--- config.mk ---
export PLATFORM = sky130hd
export DESIGN_NAME = mb32_to_mb8_bridge
export DESIGN_NICKNAME = d
export VERILOG_FILES = /design/src/rtl/mb_pkg.sv /design/src/rtl/mb32_to_mb8_bridge.sv
export SDC_FILE = /design/constraint.sdc
export NUM_CORES = 1
export LEC_CHECK = 0
export CAP_MARGIN = 5
export CORE_UTILIZATION = 52
export CTS_CLUSTER_SIZE = 10
export DETAILED_ROUTE_END_ITERATION = 6
export HOLD_SLACK_MARGIN = 0.06
export PLACE_DENSITY = 0.8
export SLEW_MARGIN = 40
export SYNTH_ARGS = -nofsm -noshare
export SYNTH_HDL_FRONTEND = slang
export SYNTH_SLANG_ARGS = --single-unit
--- constraint.sdc ---
create_clock -name clk -period 3.66 [get_ports clk]
set_clock_uncertainty 0.15 [all_clocks]
set_input_delay 0.366 -clock clk [delete_from_list [all_inputs] [get_ports clk]]
set_output_delay 0.366 -clock clk [all_outputs]
set_load 0.02 [all_outputs]
--- src/rtl/mb_pkg.sv ---
// Shared types and constants for the mb32-side memory path.
package mb_pkg;

    localparam int BYTES_PER_CELL = 4;
    localparam int ASZ_DEFAULT    = 17;

    typedef enum logic {
        SZ_BYTE = 1'b0,
        SZ_CELL = 1'b1
    } sz_e;

    typedef enum logic [2:0] {
        IDLE,
        WR,
        RD_ISSUE,
        RD_DRAIN,
        ACK
    } br_state_e;

endpackage

--- src/rtl/mb32_to_mb8_bridge.sv ---
// Serialises 32-bit cell / 8-bit byte requests into little-endian byte
// accesses on the mb8 memory port and reassembles read bytes into rdata.
module mb32_to_mb8_bridge
    import mb_pkg::*;
#(
    parameter int ASZ    = ASZ_DEFAULT,
    parameter int RD_LAT = 1
) (
    input  logic           clk,
    input  logic           rst,
    input  logic           req,
    input  logic           we,
    input  logic           sz,
    input  logic [ASZ-1:0] addr,
    input  logic [31:0]    wdata,
    output logic [31:0]    rdata,
    output logic           ack,
    output logic           busy,
    output logic [ASZ-1:0] m_ai,
    output logic           m_we,
    output logic [7:0]     m_vi,
    input  logic [7:0]     m_vo
);

    localparam logic [1:0] LAST_CELL = 2'(BYTES_PER_CELL - 1);

    br_state_e      state, state_n;
    logic [1:0]     cnt, cnt_n, nxt;
    sz_e            sz_q;
    logic [ASZ-1:0] addr_q;
    logic [31:0]    wdata_q;
    logic           accept, last_issue;
    logic [ASZ-1:0] ai_n;
    logic           we_n;
    logic [7:0]     vi_n;

    // Read tracking pipe entry: {valid, last, lane}
    logic [3:0]     pipe [RD_LAT];
    logic           cap_valid, cap_last;
    logic [1:0]     cap_lane;
    logic [31:0]    col, col_n;

    assign ack        = (state == ACK);
    assign busy       = (state == WR) || (state == RD_ISSUE) || (state == RD_DRAIN);
    assign accept     = ((state == IDLE) || (state == ACK)) && req;
    assign last_issue = (cnt == ((sz_q == SZ_CELL) ? LAST_CELL : 2'd0));
    assign nxt        = cnt + 2'd1;
    assign {cap_valid, cap_last, cap_lane} = pipe[RD_LAT-1];

    always_comb begin
        state_n = state;
        cnt_n   = cnt;
        ai_n    = m_ai;
        we_n    = 1'b0;
        vi_n    = m_vi;
        case (state)
            IDLE, ACK: begin
                if (req) begin
                    state_n = we ? WR : RD_ISSUE;
                    cnt_n   = '0;
                    ai_n    = addr;
                    we_n    = we;
                    if (we) vi_n = wdata[7:0];
                end else begin
                    state_n = IDLE;
                end
            end
            WR: begin
                if (last_issue) begin
                    state_n = ACK;
                end else begin
                    cnt_n = nxt;
                    ai_n  = addr_q + ASZ'(nxt);
                    we_n  = 1'b1;
                    vi_n  = wdata_q[{nxt, 3'b000} +: 8];
                end
            end
            RD_ISSUE: begin
                if (last_issue) begin
                    state_n = RD_DRAIN;
                end else begin
                    cnt_n = nxt;
                    ai_n  = addr_q + ASZ'(nxt);
                end
            end
            RD_DRAIN: begin
                if (cap_valid && cap_last) state_n = ACK;
            end
            default: state_n = IDLE;
        endcase
    end

    always_ff @(posedge clk) begin
        if (rst) begin
            state   <= IDLE;
            cnt     <= '0;
            m_ai    <= '0;
            m_we    <= 1'b0;
            m_vi    <= '0;
            sz_q    <= SZ_BYTE;
            addr_q  <= '0;
            wdata_q <= '0;
        end else begin
            state <= state_n;
            cnt   <= cnt_n;
            m_ai  <= ai_n;
            m_we  <= we_n;
            m_vi  <= vi_n;
            if (accept) begin
                sz_q   <= sz_e'(sz);
                addr_q <= addr;
                if (we) wdata_q <= wdata;
            end
        end
    end

    always_comb begin
        col_n = col;
        col_n[{cap_lane, 3'b000} +: 8] = m_vo;
    end

    // Capture side runs RD_LAT cycles behind issue, independent of the FSM.
    always_ff @(posedge clk) begin
        if (rst) begin
            for (int unsigned i = 0; i < unsigned'(RD_LAT); i++) pipe[i] <= '0;
            col   <= '0;
            rdata <= '0;
        end else begin
            pipe[0] <= {(state == RD_ISSUE), last_issue, cnt};
            for (int unsigned i = 1; i < unsigned'(RD_LAT); i++) pipe[i] <= pipe[i-1];
            if (accept)         col <= '0;
            else if (cap_valid) col <= col_n;
            if (cap_valid && cap_last) rdata <= col_n;
        end
    end

endmodule

==> metrics.md, run 1 <==
| Metric | Value |
|---|---|
| Status | `completed` |
| Largest fanout on the critical path | `13` |
| CP startpoint | `cnt[0]$_SDFFE_PP0P_` |
| Unrepaired setup endpoints after global routing | `false` |
| Post-synth top flop | `dfxtp_1` |
| Total global-route track usage | `25.2%` |
| Fin crit share | `just under 80%` |
| # DRC | `0` |
| Htree depth | `4` |
| Clock Latency Late Sink | `420 ps` |
| Unique masters post-synth | `57` |
| Final worst path period need | `~2900 ps` |
| Vias in the first global route | `between 5000 and 6000` |
| Share of cells above drive strength 1 | `under 10%` |
| Maximum clock frequency | `~350 MHz` |
| Final WL | `15.9 mm` |
| Max incr delay on CP | `690 ps` |
| YS warnings | `0` |
| Worst Path Required | `3810 ps` |
| Syn Area/Cell | `8.48 um^2` |
| First-pass GRT wire length | `26.0 mm` |
| Worst Max-Slew Pin Slew | `about 740 ps` |
| Synth Cell Area | `6490 um^2` |
| Clock Pin Slew Worst Setup and Hold Paths | `~60 ps` |
| Routability cong. | `approximately 0.88` |
| Post-synth EDFFs | `0` |
| Vias | `a little under 6000` |
| Vias/cell | `~5.6` |
| Sequential cell area fraction in the yosys report | `about 46%` |
| Syn Inst Count | `765` |
| FF-to-FF path depth | `6` |
| CP Class | `reg -> reg` |
| Post-CTS Hold Fix Bufs | `0` |
| # diodes | `0` |
| Fillers | `about 960` |
| Post-Route Setup TNS | `0 ps` |
| CTS buffer count | `17` |
| Max-Cap Viols | `0` |
| Setup Fix Bufs, Post-CTS | `0` |
| Family with the most delay on the worst path | `compound AO/OA/AOI/OAI gates` |
| Setup violations, final | `0` |
| Critical Path End Type | `flop` |
| HP Start | `wdata_q[31]$_SDFFE_PP0P_` |
| Leakage Power | `between 0.002 and 0.003 uW` |
| CP Depth | `6` |
| Async S/R FF share, synth | `0%` |
| Final Hold Viols | `0` |
| Drt initial violations | `slightly above 500` |
| Critical-path cell list | `xor2_1 -> ha_1 -> a21oi_1 -> nor3_1 -> and3_1 -> o41ai_1` |
| Worst vdd ir | `0.449 mV` |
| DIE WIDTH | `roughly 110 um` |
| Antenna violations before repair | `0` |
| Worst slew margin | `about half` |
| P per Cell Area | `548 nW/um^2` |
| Layout Nets | `about 920` |
| I/O pin count | `around 120` |
| Reg2reg start | `cnt[0]$_SDFFE_PP0P_` |
| HP Class | `reg -> reg` |
| Cts repair resizes | `0` |
| Arrival time worst endpoint | `around 3000 ps` |
| Slowest-stage cell, CP | `dfxtp_1` |
| DP HPWL | `approximately 11 mm` |
| Post-DRT Antenna Nets | `0` |
| CTS tree | `done` |
| Synth Register Bits | `approximately 150` |
| Max Slew Vio Count | `0` |
| First-pass DRT Iterations | `5` |
| WL/cell | `between 15 and 20 um` |
| CTS Sinks | `roughly 150` |
| Die height | `between 100 and 150 um` |
| Clk root buf | `clkbuf_16` |
| Die area | `about 13000 um^2` |
| Hold Crit Depth | `2` |
| Syn_nets | `~840` |
| Critical Path Start Type | `flop` |
| Core Box Area | `~12000 um^2` |
| WP buf/inv | `0` |
| Largest net degree at the start of global routing | `70` |
| Power consumption | `about 4500 uW` |
| Area growth from synthesis to layout | `27.1%` |
| CTS Buffer Depth | `2` |
| Overflow after GRT | `0` |
| I/O Buffers | `approximately 120` |
| Rows | `40` |
| Effective utilization at floorplan | `53.8%` |
[worst min-delay path, cell delays in order (launching register included)]
cell and delay [ps]:
dfxtp_1 310, nand2_1 50, a21oi_1 50
[state kept, by name (all words and copies together), names as in the netlist]
name	flops
state	3
col	32
m_we	1
cnt	2
wdata_q	32
pipe	4
m_vi	8
rdata	32
m_ai	17
addr_q	17
sz_q	1
[final cells by class]
| cell class | count | area, um^2 | area share, % |
|---|---|---|---|
| clock buffers | 23 | 478 | 5.80 |
| clock inverters | 9 | 77.6 | 0.941 |
| inverters | 8 | 30.0 | 0.364 |
| multi-input cells | 542 | 3190 | 38.7 |
| flip-flops and latches | 149 | 2980 | 36.2 |
| well taps | 168 | 210 | 2.55 |
| repair buffers | 130 | 1280 | 15.5 |
[metal layers]
layer | wire length [um] | vias to the layer above | GRT usage [%]
met5 | 0 | - | 0
met4 | 267 | 0 | 9.82
met3 | 942 | 28 | 5.79
met2 | 7690 | 211 | 42.3
met1 | 7020 | 2705 | 31.6
li1 | - | 2847 | -
[where the power goes]
part	internal, uW	switching (uW)	leakage, uW
Clock	982	647	0.000269
Sequential	1770	140	0.00121
Combinational	423	555	0.00133
Total	3180	1340	0.00281
[path summary, 6_finish.rpt]
path	endpoint	slack [ps]
max reg2reg	m_ai[9]$_SDFFE_PP0P_	780
max	m_ai[9]$_SDFFE_PP0P_	780
min	wdata_q[31]$_SDFFE_PP0P_	310
min reg2reg	wdata_q[31]$_SDFFE_PP0P_	310
[cells in the mapped netlist (9+ instances only)]
cell | n | area (um^2)
nor2b_1 | 35 | 219
nor2_1 | 91 | 342
a311oi_1 | 10 | 87.6
nor3_1 | 17 | 85.1
nand2_1 | 124 | 465
a22oi_1 | 32 | 240
a211oi_1 | 32 | 240
buf_2 | 17 | 85.1
dfxtp_1 | 149 | 2980
clkbuf_1 | 41 | 154
o21ai_0 | 9 | 45.0
a21oi_1 | 89 | 445
nand3_1 | 15 | 75.1
[placed cells by master, fill, tap and decap left out, types with 2 or more instances in the layout]
| cell type | instances |
|---|---|
| xnor2_1 | 5 |
| inv_1 | 8 |
| ha_1 | 7 |
| nor2b_1 | 35 |
| nor3_2 | 2 |
| clkbuf_8 | 3 |
| nand4_1 | 4 |
| a2111oi_2 | 4 |
| clkdlybuf4s50_1 | 120 |
| nor2_1 | 91 |
| a31oi_1 | 3 |
| dfxtp_1 | 149 |
| mux4_2 | 8 |
| buf_4 | 10 |
| a211oi_1 | 32 |
| nand3_1 | 15 |
| a22oi_1 | 32 |
| clkbuf_16 | 17 |
| clkinvlp_4 | 3 |
| nand2_1 | 124 |
| a311oi_1 | 10 |
| o21a_1 | 4 |
| clkbuf_1 | 3 |
| nor4bb_1 | 3 |
| a21oi_1 | 89 |
| and2_1 | 4 |
| clkinv_2 | 5 |
| nor3b_1 | 2 |
| nor4_1 | 6 |
| and3_1 | 2 |
| nor3_1 | 16 |
| o21ai_0 | 9 |
| xor2_1 | 6 |
[metrics by stage]
step / setup slack [ps] / utilization [%] / instance area, um^2 / instances / hold WS, ps
after CTS: 771 / 68.3 / 8240 / 1029 / 310
after global placement: 913 / 63.7 / 7680 / 997 / 289
after global routing: 491 / 68.4 / 8250 / 1029 / 327
after floorplan: 986 / - / 6490 / 765 / 283
after detailed placement: 803 / 63.7 / 7690 / 997 / 301
final: 781 / 68.4 / 8250 / 1029 / 308
[cells by family after synthesis]
family                   share of synthesized area (%)
AND/OR/NAND/NOR                                   22.6
XOR/XNOR                                          1.74
multiplexers                                      2.78
flip-flops                                        46.0
buffers and inverters                             5.02
adder cells (fa/ha/maj)                           1.66
AO/OA/AOI/OAI                                     20.2
Note: power is estimated with default switching activity, not from simulation.
==> run 2: changes to the inputs <==
==> constraint.sdc (replaced) <==
create_clock -name clk -period 2.95 [get_ports clk]
set_clock_uncertainty 0.15 [all_clocks]
set_input_delay 0.295 -clock clk [delete_from_list [all_inputs] [get_ports clk]]
set_output_delay 0.295 -clock clk [all_outputs]
set_load 0.02 [all_outputs]
==> run 2 against run 1 <==
  * Highest routed layer unchanged
  * Register-to-register slack worse by 330 ps
  * Utilization is 0.63 points higher
  * Hold slack worse by 50 ps
  * Combinational power is 28% higher
  * Critical path depth is 3 lower
  * Sequential power is 24% higher
  * Sequential share of layout area is 0.33 points lower
  * Die area stayed put
  * Wire length is 1.6% higher
  * Critical endpoint is now ack
  * Cell count is 0.58% higher
  * Setup slack worse by 560 ps
==> metrics.md, run 2 (same netlist as run 1, synthesis figures left out) <==
| Metric | Value |
|---|---|
| Post-Route Setup TNS | `0 ps` |
| Fillers | `about 920` |
| Hold Crit Depth | `3` |
| Final WL | `about 16 mm` |
| P per Cell Area | `approximately 700 nW/um^2` |
| Fin crit share | `between 90% and 100%` |
| I/O pin count | `~120` |
| Rows | `40` |
| # diodes | `0` |
| Max-Cap Viols | `0` |
| CTS tree | `done` |
| Routing usage on met2 | `between 40% and 50%` |
| Area growth from synthesis to layout | `28.3%` |
| Clock Latency Late Sink | `around 430 ps` |
| Met3 GRT Util | `~6%` |
| Die height | `~110 um` |
| Core Box Area | `between 10000 and 15000 um^2` |
| Critical Path End Type | `primary output` |
| Met1 Resource Use GR | `about a third` |
| Worst Path Required | `2510 ps` |
| Finished layout cell area | `8320 um^2` |
| FF-to-FF path depth | `6` |
| Setup Fix Bufs, Post-CTS | `0` |
| HP Class | `in -> reg` |
| Maximum clock frequency | `roughly 370 MHz` |
| Htree depth | `4` |
| Max incr delay on CP | `roughly 680 ps` |
| Final Hold Viols | `0` |
| Unrepaired setup endpoints after global routing | `false` |
| CTS buffer count | `17` |
| Arrival time worst endpoint | `about 2300 ps` |
| CP Class | `reg -> out` |
| CP Depth | `3` |
| Post-CTS Hold Fix Bufs | `0` |
| Worst vdd ir | `between 0.3 and 0.4 mV` |
| Slowest-stage cell, CP | `clkdlybuf4s50_1` |
| CTS Sinks | `around 150` |
| Most frequent cells in the layout | `dfxtp_1, nand2_1, clkdlybuf4s50_1, nor2_1, a21oi_1` |
| First-pass DRT Iterations | `6` |
| Total global-route track usage | `between 20% and 30%` |
| Largest net degree at the start of global routing | `65` |
| Worst slew margin | `~55%` |
| Largest fanout on the critical path | `12` |
| Drt initial violations | `465` |
| Final worst path period need | `2730 ps` |
| Antenna violations before repair | `0` |
| CTS Buffer Depth | `2` |
| DP HPWL | `10.8 mm` |
| Critical-path cell list | `inv_1 -> nor3_1 -> clkdlybuf4s50_1` |
| Critical Path Start Type | `flop` |
| Setup violations, final | `0` |
| Worst Max-Slew Pin Slew | `between 600 and 700 ps` |
| Status | `completed` |
| Routability cong. | `~0.83` |
| WP buf/inv | `2` |
| Layout Nets | `924` |
| Clk root buf | `clkbuf_16` |
| Leakage Power | `0.00284 uW` |
| Most common cell after layout, fill and taps aside | `dfxtp_1` |
| Post-DRT Antenna Nets | `0` |
| Area of the multi-input gates | `around 3200 um^2` |
| Family with the most delay on the worst path | `buffers and inverters` |
| # DRC | `0` |
| Overflow after GRT | `0` |
| Cts repair resizes | `0` |
| DP Area | `7740 um^2` |
| I/O Buffers | `approximately 120` |
| Die area | `approximately 13000 um^2` |
| Max Slew Vio Count | `0` |
| Vias/cell | `5.66` |
| Busiest grt layer | `met2` |
| Hold Slack | `258 ps` |
| Share of cells above drive strength 1 | `around 8.3%` |
| Clock Pin Slew Worst Setup and Hold Paths | `around 60 ps` |
| First-pass GRT wire length | `around 27 mm` |
| Vias | `5857` |
| WL/cell | `15.6 um` |
| Register area | `2980 um^2` |
| DIE WIDTH | `between 100 and 150 um` |
| Effective utilization at floorplan | `a little over half` |
| Biggest regs | `col x32, rdata x32, wdata_q x32` |
| Vias in the first global route | `5485` |
run 2: worst paths after layout:
check / startpoint / to / slack, ps
worst min register to register: wdata_q[7]$_SDFFE_PP0P_ / wdata_q[7]$_SDFFE_PP0P_ / 300
worst max-delay path: state[2]$_SDFFE_PP0P_ / ack / 220
worst max register to register: cnt[0]$_SDFFE_PP0P_ / m_ai[11]$_SDFFE_PP0P_ / 450
worst min-delay path: wdata[30] / wdata_q[30]$_SDFFE_PP0P_ / 260
run 2: per-layer routing:
| metal | share of wire, % | wire length (um) |
|---|---|---|
| met1 | 44 | 7060 |
| met2 | 49 | 7870 |
| met3 | 5.5 | 898 |
| met4 | 2.2 | 359 |
| met5 | 0 | 0 |
run 2: final cells by class:
class,instances,share of cell area [%]
well taps,168,2.53
inverters,8,0.361
clock buffers,18,5.16
flip-flops and latches,149,35.8
multi-input cells,542,38.3
clock inverters,14,1.83
repair buffers,136,16.0
run 2: worst register-to-register path: stages, from the launching register on:
cell,delay [ps]
dfxtp_1,360
xor2_1,340
ha_1,310
a21oi_1,520
or4b_4,270
xor2_1,70
a2111oi_2,370
run 2: per-stage QoR:
step                      utilization [%]  power (uW)  std cells  setup slack, ps
after floorplan                         -        3160        765              276
after global placement               64.2        3580       1003              646
after detailed placement             64.2        3630       1003              563
after CTS                            69.0        5740       1035              262
after global routing                 69.0        5980       1035              163
final                                69.0        5730       1035              218
run 2: power by group:
part           leakage [uW]  internal (uW)  total (uW)  switching [uW]
Combinational       0.00136            538        1250             708
Clock              0.000273           1250        2120             867
Sequential          0.00121           2200        2360             163
==> run 3: changes to the inputs <==
--- a/config.mk
+++ b/config.mk
@@ -11,7 +11,7 @@
 export DETAILED_ROUTE_END_ITERATION = 6
 export HOLD_SLACK_MARGIN = 0.06
 export PLACE_DENSITY = 0.8
-export SLEW_MARGIN = 40
+export SLEW_MARGIN = 5
 export SYNTH_ARGS = -nofsm -noshare
 export SYNTH_HDL_FRONTEND = slang
 export SYNTH_SLANG_ARGS = --single-unit
==> results of run 3 <==
The final DEF is identical to that of run 2; final timing and power are the same.
